`src/rtl/sump_status_pkg.sv`:
```
// Shared encoding for the sump monitor. The state codes double as the
// message-select code that the VGA text-overlay stage decodes.
package sump_status_pkg;

  typedef enum logic [1:0] {
    ST_DRY    = 2'b00,
    ST_WET_LO = 2'b01,
    ST_WET_HI = 2'b10,
    ST_FAULT  = 2'b11
  } state_t;

endpackage

```
`src/rtl/sync_debounce.sv`:
```
// Two-flop synchroniser followed by a stability counter. The debounced
// output only changes after the synchronised input has disagreed with it
// for DEB_CYCLES consecutive cycles.
module sync_debounce #(
  parameter int DEB_CYCLES = 250000,
  parameter int DEB_W      = 18
) (
  input  logic clk,
  input  logic reset,
  input  logic din,
  output logic db
);

  localparam logic [DEB_W-1:0] CNT_LAST = DEB_W'(DEB_CYCLES - 1);

  logic             sync1;
  logic             sync2;
  logic [DEB_W-1:0] cnt;

  // Synchronise the raw input, then count how long it disagrees with db.
  // NOTE: every flop here uses <= so all of them sample the pre-edge values;
  // blocking assignments would collapse the two synchroniser stages into one.
  always_ff @(posedge clk or negedge reset) begin
    if (!reset) begin
      sync1 <= 1'b0;
      sync2 <= 1'b0;
      cnt   <= '0;
      db    <= 1'b0;
    end else begin
      sync1 <= din;
      sync2 <= sync1;
      if (sync2 == db) begin
        cnt <= '0;
      end else if (cnt == CNT_LAST) begin
        db  <= ~db;
        cnt <= '0;
      end else begin
        cnt <= cnt + 1'b1;
      end
    end
  end

endmodule

```
`src/rtl/sump_status_encoder.sv`:
```
// Sump monitor front end: conditions the float/pump/ack inputs, runs the
// flood-state FSM with frame-counted hysteresis and publishes a status code
// that only changes on the VS falling edge.
module sump_status_encoder
  import sump_status_pkg::*;
#(
  parameter int DEB_CYCLES        = 250000,
  parameter int DEB_W             = 18,
  parameter int HOLD_FRAMES       = 60,
  parameter int FB_TIMEOUT_FRAMES = 180
) (
  input  logic       clk,
  input  logic       reset,
  input  logic       vs,
  input  logic       water_lo,
  input  logic       water_hi,
  input  logic       pump_fb,
  input  logic       ack,
  output logic [1:0] status,
  output logic       status_chg,
  output logic       pump_on,
  output logic       alarm
);

  localparam int HOLD_W = $clog2(HOLD_FRAMES + 1);
  localparam int FB_W   = $clog2(FB_TIMEOUT_FRAMES + 1);

  localparam logic [HOLD_W-1:0] HOLD_LAST = HOLD_W'(HOLD_FRAMES - 1);
  localparam logic [HOLD_W-1:0] HOLD_MAX  = HOLD_W'(HOLD_FRAMES);
  localparam logic [FB_W-1:0]   FB_LAST   = FB_W'(FB_TIMEOUT_FRAMES - 1);
  localparam logic [FB_W-1:0]   FB_MAX    = FB_W'(FB_TIMEOUT_FRAMES);

  logic lo_db, hi_db, fb_db, ack_db;
  logic ack_db_q;
  logic vs_q;
  logic frame_tick;
  logic ack_pulse;
  logic incons;
  logic hold_cond;
  logic hold_fire;
  logic fb_fire;

  state_t            state;
  logic [HOLD_W-1:0] hold_cnt;
  logic [FB_W-1:0]   fb_cnt;

  sync_debounce #(.DEB_CYCLES(DEB_CYCLES), .DEB_W(DEB_W)) u_deb_lo (
    .clk(clk), .reset(reset), .din(water_lo), .db(lo_db)
  );
  sync_debounce #(.DEB_CYCLES(DEB_CYCLES), .DEB_W(DEB_W)) u_deb_hi (
    .clk(clk), .reset(reset), .din(water_hi), .db(hi_db)
  );
  sync_debounce #(.DEB_CYCLES(DEB_CYCLES), .DEB_W(DEB_W)) u_deb_fb (
    .clk(clk), .reset(reset), .din(pump_fb), .db(fb_db)
  );
  sync_debounce #(.DEB_CYCLES(DEB_CYCLES), .DEB_W(DEB_W)) u_deb_ack (
    .clk(clk), .reset(reset), .din(ack), .db(ack_db)
  );

  assign frame_tick = vs_q & ~vs;
  assign ack_pulse  = ack_db & ~ack_db_q;
  assign incons     = hi_db & ~lo_db;

  // Exit condition that the hysteresis counter is timing in the current state.
  // NOTE: the default assignment first keeps this purely combinational; a
  // path that left hold_cond unassigned would infer a latch.
  always_comb begin
    hold_cond = 1'b0;
    case (state)
      ST_WET_LO: hold_cond = ~lo_db;
      ST_WET_HI: hold_cond = ~hi_db;
      default:   hold_cond = 1'b0;
    endcase
  end

  assign hold_fire = frame_tick & hold_cond & (hold_cnt == HOLD_LAST);
  assign fb_fire   = frame_tick & (state == ST_WET_HI) & ~fb_db & (fb_cnt == FB_LAST);

  // Edge detectors for VS and the debounced acknowledge button.
  always_ff @(posedge clk or negedge reset) begin
    if (!reset) begin
      vs_q     <= 1'b1;
      ack_db_q <= 1'b0;
    end else begin
      vs_q     <= vs;
      ack_db_q <= ack_db;
    end
  end

  // Flood-state FSM with hysteresis counters; any transition clears both counters.
  always_ff @(posedge clk or negedge reset) begin
    if (!reset) begin
      state    <= ST_DRY;
      hold_cnt <= '0;
      fb_cnt   <= '0;
    end else begin
      if (!hold_cond) begin
        hold_cnt <= '0;
      end else if (frame_tick && hold_cnt != HOLD_MAX) begin
        hold_cnt <= hold_cnt + 1'b1;
      end

      if (state != ST_WET_HI || fb_db) begin
        fb_cnt <= '0;
      end else if (frame_tick && fb_cnt != FB_MAX) begin
        fb_cnt <= fb_cnt + 1'b1;
      end

      case (state)
        ST_DRY: begin
          if (incons) begin
            state <= ST_FAULT;  hold_cnt <= '0; fb_cnt <= '0;
          end else if (lo_db) begin
            state <= ST_WET_LO; hold_cnt <= '0; fb_cnt <= '0;
          end
        end
        ST_WET_LO: begin
          if (incons) begin
            state <= ST_FAULT;  hold_cnt <= '0; fb_cnt <= '0;
          end else if (hi_db) begin
            state <= ST_WET_HI; hold_cnt <= '0; fb_cnt <= '0;
          end else if (hold_fire) begin
            state <= ST_DRY;    hold_cnt <= '0; fb_cnt <= '0;
          end
        end
        ST_WET_HI: begin
          if (incons || fb_fire) begin
            state <= ST_FAULT;  hold_cnt <= '0; fb_cnt <= '0;
          end else if (hold_fire) begin
            state <= ST_WET_LO; hold_cnt <= '0; fb_cnt <= '0;
          end
        end
        ST_FAULT: begin
          if (ack_pulse && !incons) begin
            state <= ST_DRY;    hold_cnt <= '0; fb_cnt <= '0;
          end
        end
        default: begin
          state <= ST_DRY;      hold_cnt <= '0; fb_cnt <= '0;
        end
      endcase
    end
  end

  // Registered outputs: pump/alarm follow the FSM, status is frame-aligned.
  always_ff @(posedge clk or negedge reset) begin
    if (!reset) begin
      status     <= ST_DRY;
      status_chg <= 1'b0;
      pump_on    <= 1'b0;
      alarm      <= 1'b0;
    end else begin
      pump_on    <= (state == ST_WET_HI);
      alarm      <= (state == ST_WET_HI) || (state == ST_FAULT);
      status_chg <= 1'b0;
      if (frame_tick) begin
        status     <= state;
        status_chg <= (state != status);
      end
    end
  end

endmodule

```
`config.mk`:
```
export PLATFORM = sky130hd
export DESIGN_NAME = sump_status_encoder
export DESIGN_NICKNAME = d
export VERILOG_FILES = /design/src/rtl/sump_status_pkg.sv /design/src/rtl/sync_debounce.sv /design/src/rtl/sump_status_encoder.sv
export SDC_FILE = /design/constraint.sdc
export NUM_CORES = 1
export LEC_CHECK = 0
export ABC_CLOCK_PERIOD_IN_PS = 1820
export BUFFER_PORTS_ARGS = -buffer_cell sky130_fd_sc_hd__buf_2
export CAP_MARGIN = 40
export CORE_ASPECT_RATIO = 1.5
export CORE_MARGIN = 4
export CORE_UTILIZATION = 55
export DETAILED_ROUTE_END_ITERATION = 12
export GPL_TIMING_DRIVEN = 0
export HOLD_SLACK_MARGIN = 0.05
export PLACE_DENSITY = 0.74
export REMOVE_ABC_BUFFERS = 1
export SETUP_SLACK_MARGIN = 0.4
export SYNTH_ARGS = -nofsm -noshare
export SYNTH_HDL_FRONTEND = slang
export SYNTH_SLANG_ARGS = --single-unit
```
`constraint.sdc`:
```
create_clock -name clk -period 1.82 [get_ports clk]
set_input_delay 0.273 -clock clk [delete_from_list [all_inputs] [get_ports clk]]
set_output_delay 0.273 -clock clk [all_outputs]
set_load 0.01 [all_outputs]
```
==> reports/summary.log <==
qor: critical_path.class_of_the_most_critical_setup_path reg2reg
qor: timing.timing_worst_slew_pin_value 565.1 ps
qor: cells_and_area.highest_count_cells_in_the_layout_ignoring_fill_and_taps dfrtp_1, buf_4, nor2_1, xor2_1, nor2_2
qor: cells_and_area.total_inserted_antenna_cells 0
qor: cells_and_area.post-route-cell-area 7487 um2
qor: clock_tree.clkLatencyLatePin 350 ps
qor: routing.postRouteWirelength 14,020 um
qor: cells_and_area.num-nets-final 663
qor: floorplanning.floorplan.initialDensity 56.55%
qor: grt.largest_net_degree_at_the_start_of_global_routing 71
qor: synth.synth_seq_cells 107
qor: synth.ys_seq_area_share 50.89%
qor: critical_path.critPathCaptureType flip-flop
qor: routing.post_drt_wl_per_cell 18.50 um
qor: routing.antenna_violating_nets_post_route 0
qor: timing.final_max_slew_viol_count 0
qor: critical_path.cp_max_fo 8
qor: synth.number_of_synthesized_flops_with_an_enable_pin 0
qor: floorplanning.rows 43
qor: cells_and_area.n_fill_cell 464
qor: synth.synth_top_area_share 50.39%
qor: timing.slew_headroom 62.29%
qor: floorplanning.die_area 11,230 um2
qor: synth.postSynthAreaPerCell 10.06 um2
qor: pwr.leakagePower 0.003160 uW
qor: placement.io_buffer_count 11
qor: clock_tree.ctsRootBufferMaster clkbuf_16
qor: run.cap_viol_max_count 0
qor: outcome.run_status complete, but fails checks
qor: timing.final.setup_skew 9.098 ps
qor: cells_and_area.area_growth_synth_to_finish 42.24%
qor: clock_tree.cts_buffer_depth 2
qor: synth.synthesis.instances 523
qor: synth.synthFlopType dfrtp_1
qor: timing.report.final.setup_viol 16
qor: floorplanning.die_h 127.8 um
qor: outcome.violations negative setup slack
qor: cells_and_area.drive_above_1_share 43.34%
qor: synth.synth_cell_type_count 50
qor: grt.grtUsageTotal 22.33%
qor: critical_path.path_delay_family compound AO/OA/AOI/OAI gates
qor: placement.detailedPlacementHpwl 6391 um
qor: synth.ys_async_sr_fraction 100.0%
qor: critical_path.worstPathArrival 2160 ps
qor: grt.antenna_found_initial 0
qor: pwr.p_per_area 804.1 nW/um2
qor: critical_path.crit_slowest_cell dfrtp_2
qor: timing.final.period_utilization 105.9%
qor: synth.yosys.area.top_type dfrtp_1
qor: grt.first_global_vias 4,361
qor: timing.final_period_minus_worst_setup_slack 1927 ps
qor: critical_path.cp_slowest_stage_delay 440 ps
qor: critical_path.buffers_inverters_on_critical_path 1
qor: synth.post_synth_instance_area 5264 um2
qor: critical_path.crit_chain inv_4 > ha_4 > nor2b_4 > o2111ai_4 > a221o_1 > o211ai_4 > nor2_1
qor: critical_path.cp_data_required_time 2050 ps
qor: cells_and_area.utilization 80.44%
qor: placement.post_dp_cell_area 5431 um2
qor: hold_path.holdCritPathClass reg2reg
qor: routing.firstDrtPassIters 5
qor: cells_and_area.final_common_cell dfrtp_1
qor: clock_tree.tritoncts_sinks 107
qor: cells_and_area.final_cell_count_no_fill 758
qor: synth.ys.warnings.count 0
qor: timing.timing_hold_violations_final 0
qor: clock_tree.clk_transition_reported_paths 70 ps
qor: placement.dp_cells 636
qor: routing.drt_first_iter_violations 279
qor: timing.setup_ws -107.5 ps
qor: pwr.ir_drop 0.7553 mV
qor: timing.clock.fmax 0.5188 GHz
qor: clock_tree.cts_buffers 9
qor: routing.route.detailed.drc 0
qor: critical_path.worst_setup_path_start_kind flip-flop
qor: clock_tree.tritoncts done
qor: placement.globalplace.congestion 0.8506
qor: timing.rsz_0062_raised_after_global_routing yes
qor: grt.total_congestion_overflow_after_global_routing 0
qor: grt.grt_pass1_wl 19,800 um
qor: routing.detail_route.vias_per_cell 5.938
qor: floorplanning.core 9308 um2
qor: clock_tree.htreeDepth 3
qor: floorplanning.ios 12
qor: floorplanning.dieWidth 87.88 um
qor: routing.vias 4,501
qor: synth.synth.top_cells.by_area dfrtp_1, nor2_1, xor2_1, xnor2_1, ha_1
-- state kept, by name, summed over array words and instances, names as in the netlist, 2 cells and up --
signal         cells
u_deb_hi.cnt      18
status             2
fb_cnt             8
u_deb_fb.cnt      18
state              2
u_deb_lo.cnt      18
hold_cnt           6
u_deb_ack.cnt     18
-- where the power goes --
| group | total (uW) | switching, uW | internal, uW |
|---|---|---|---|
| combinational | 1200 | 628 | 569 |
| sequential | 2550 | 82.5 | 2470 |
| clock | 2270 | 921 | 1350 |
| total | 6020 | 1630 | 4390 |
-- final cells by class --
class | instances | area, um2 | share of cell area [%]
Clock buffer | 10 | 229.0 | 3.058
Clock inverter | 6 | 112.6 | 1.504
Inverter | 23 | 91.34 | 1.220
Multi-Input combinational cell | 393 | 3361 | 44.89
Sequential cell | 107 | 2695 | 36.00
Tap cell | 112 | 140.1 | 1.872
Timing Repair Buffer | 107 | 858.3 | 11.46
-- path summary, 6_finish.rpt --
kind                                     startpoint                         to  slack [ps]  depth (start not counted)
setup / recovery               state[0]$_DFFE_PN0P_        fb_cnt[7]$_DFF_PN0_        -110                          7
setup reg to reg               state[0]$_DFFE_PN0P_        fb_cnt[7]$_DFF_PN0_        -110                          7
hold reg to reg            u_deb_fb.sync1$_DFF_PN0_   u_deb_fb.sync2$_DFF_PN0_         350                          0
max in group asynchronous                     reset             vs_q$_DFF_PN1_         610                          3
hold / removal             u_deb_fb.sync1$_DFF_PN0_   u_deb_fb.sync2$_DFF_PN0_         350                          0
min in group asynchronous                     reset  u_deb_hi.cnt[6]$_DFF_PN0_         440                          2
-- logic make-up after synthesis --
group	Yosys count	share of synthesized area, %
and+or+nand+nor	249	23.79
DFF	107	50.89
xor gates and xnor gates	77	12.81
AOI/OAI and AO/OA	34	4.612
buffers and inverters	34	2.733
adders and majority gates	15	3.565
muxes	7	1.593
-- Yosys cell counts (4+ instances only) --
cell and n:
dfrtp_1 106, nor2_1 105, xor2_1 40, xnor2_1 37, nand2_1 35, nand3_1 32
inv_1 23, ha_1 15, nand4_1 15, nor3_1 12, o21ai_0 10, a21oi_1 8
and3_1 8, buf_2 7, and4_1 6, nor2b_1 5, nor4_1 4, nor4b_1 4
or2_2 4
-- per-stage QoR --
step	total power [uW]	hold slack [ps]	worst slack (ps)	setup TNS [ps]
after floorplan	3090	-22.59	-139.2	-1888
after global placement	3274	331.5	-631.6	-74430
after detailed placement	3310	280.0	-523.2	-13050
after CTS	5844	352.6	-88.23	-977.5
after global routing	6232	368.6	-202.1	-2566
final	6021	352.2	-107.5	-1286
-- worst reg2reg max path, cell delays in order, from the launching register on --
cell and delay, ps:
dfrtp_2 440, inv_4 90, ha_4 130, nor2b_4 170, o2111ai_4 150, a221o_1 420
o211ai_4 310, nor2_1 90
-- metal layers --
layer	part of all wire (%)	track usage, %	vias up
met1	38	24.98	2319
met3	3.7	4.695	38
li1	-	-	2019
met5	0	0	-
met4	2.5	9.033	0
met2	55	40.36	125
-- repair_timing --
action / CTS / global route
buffers inserted: 52 / 37
hold endpoints to repair: 42 / 0
cloned: 10 / 1
endpoints found under the setup margin: 91 / 93
pin swaps: 56 / 84
resized for setup: 92 / 127
hold buffers: 6 / 0
No activity file was read; power rests on OpenSTA's default activity.
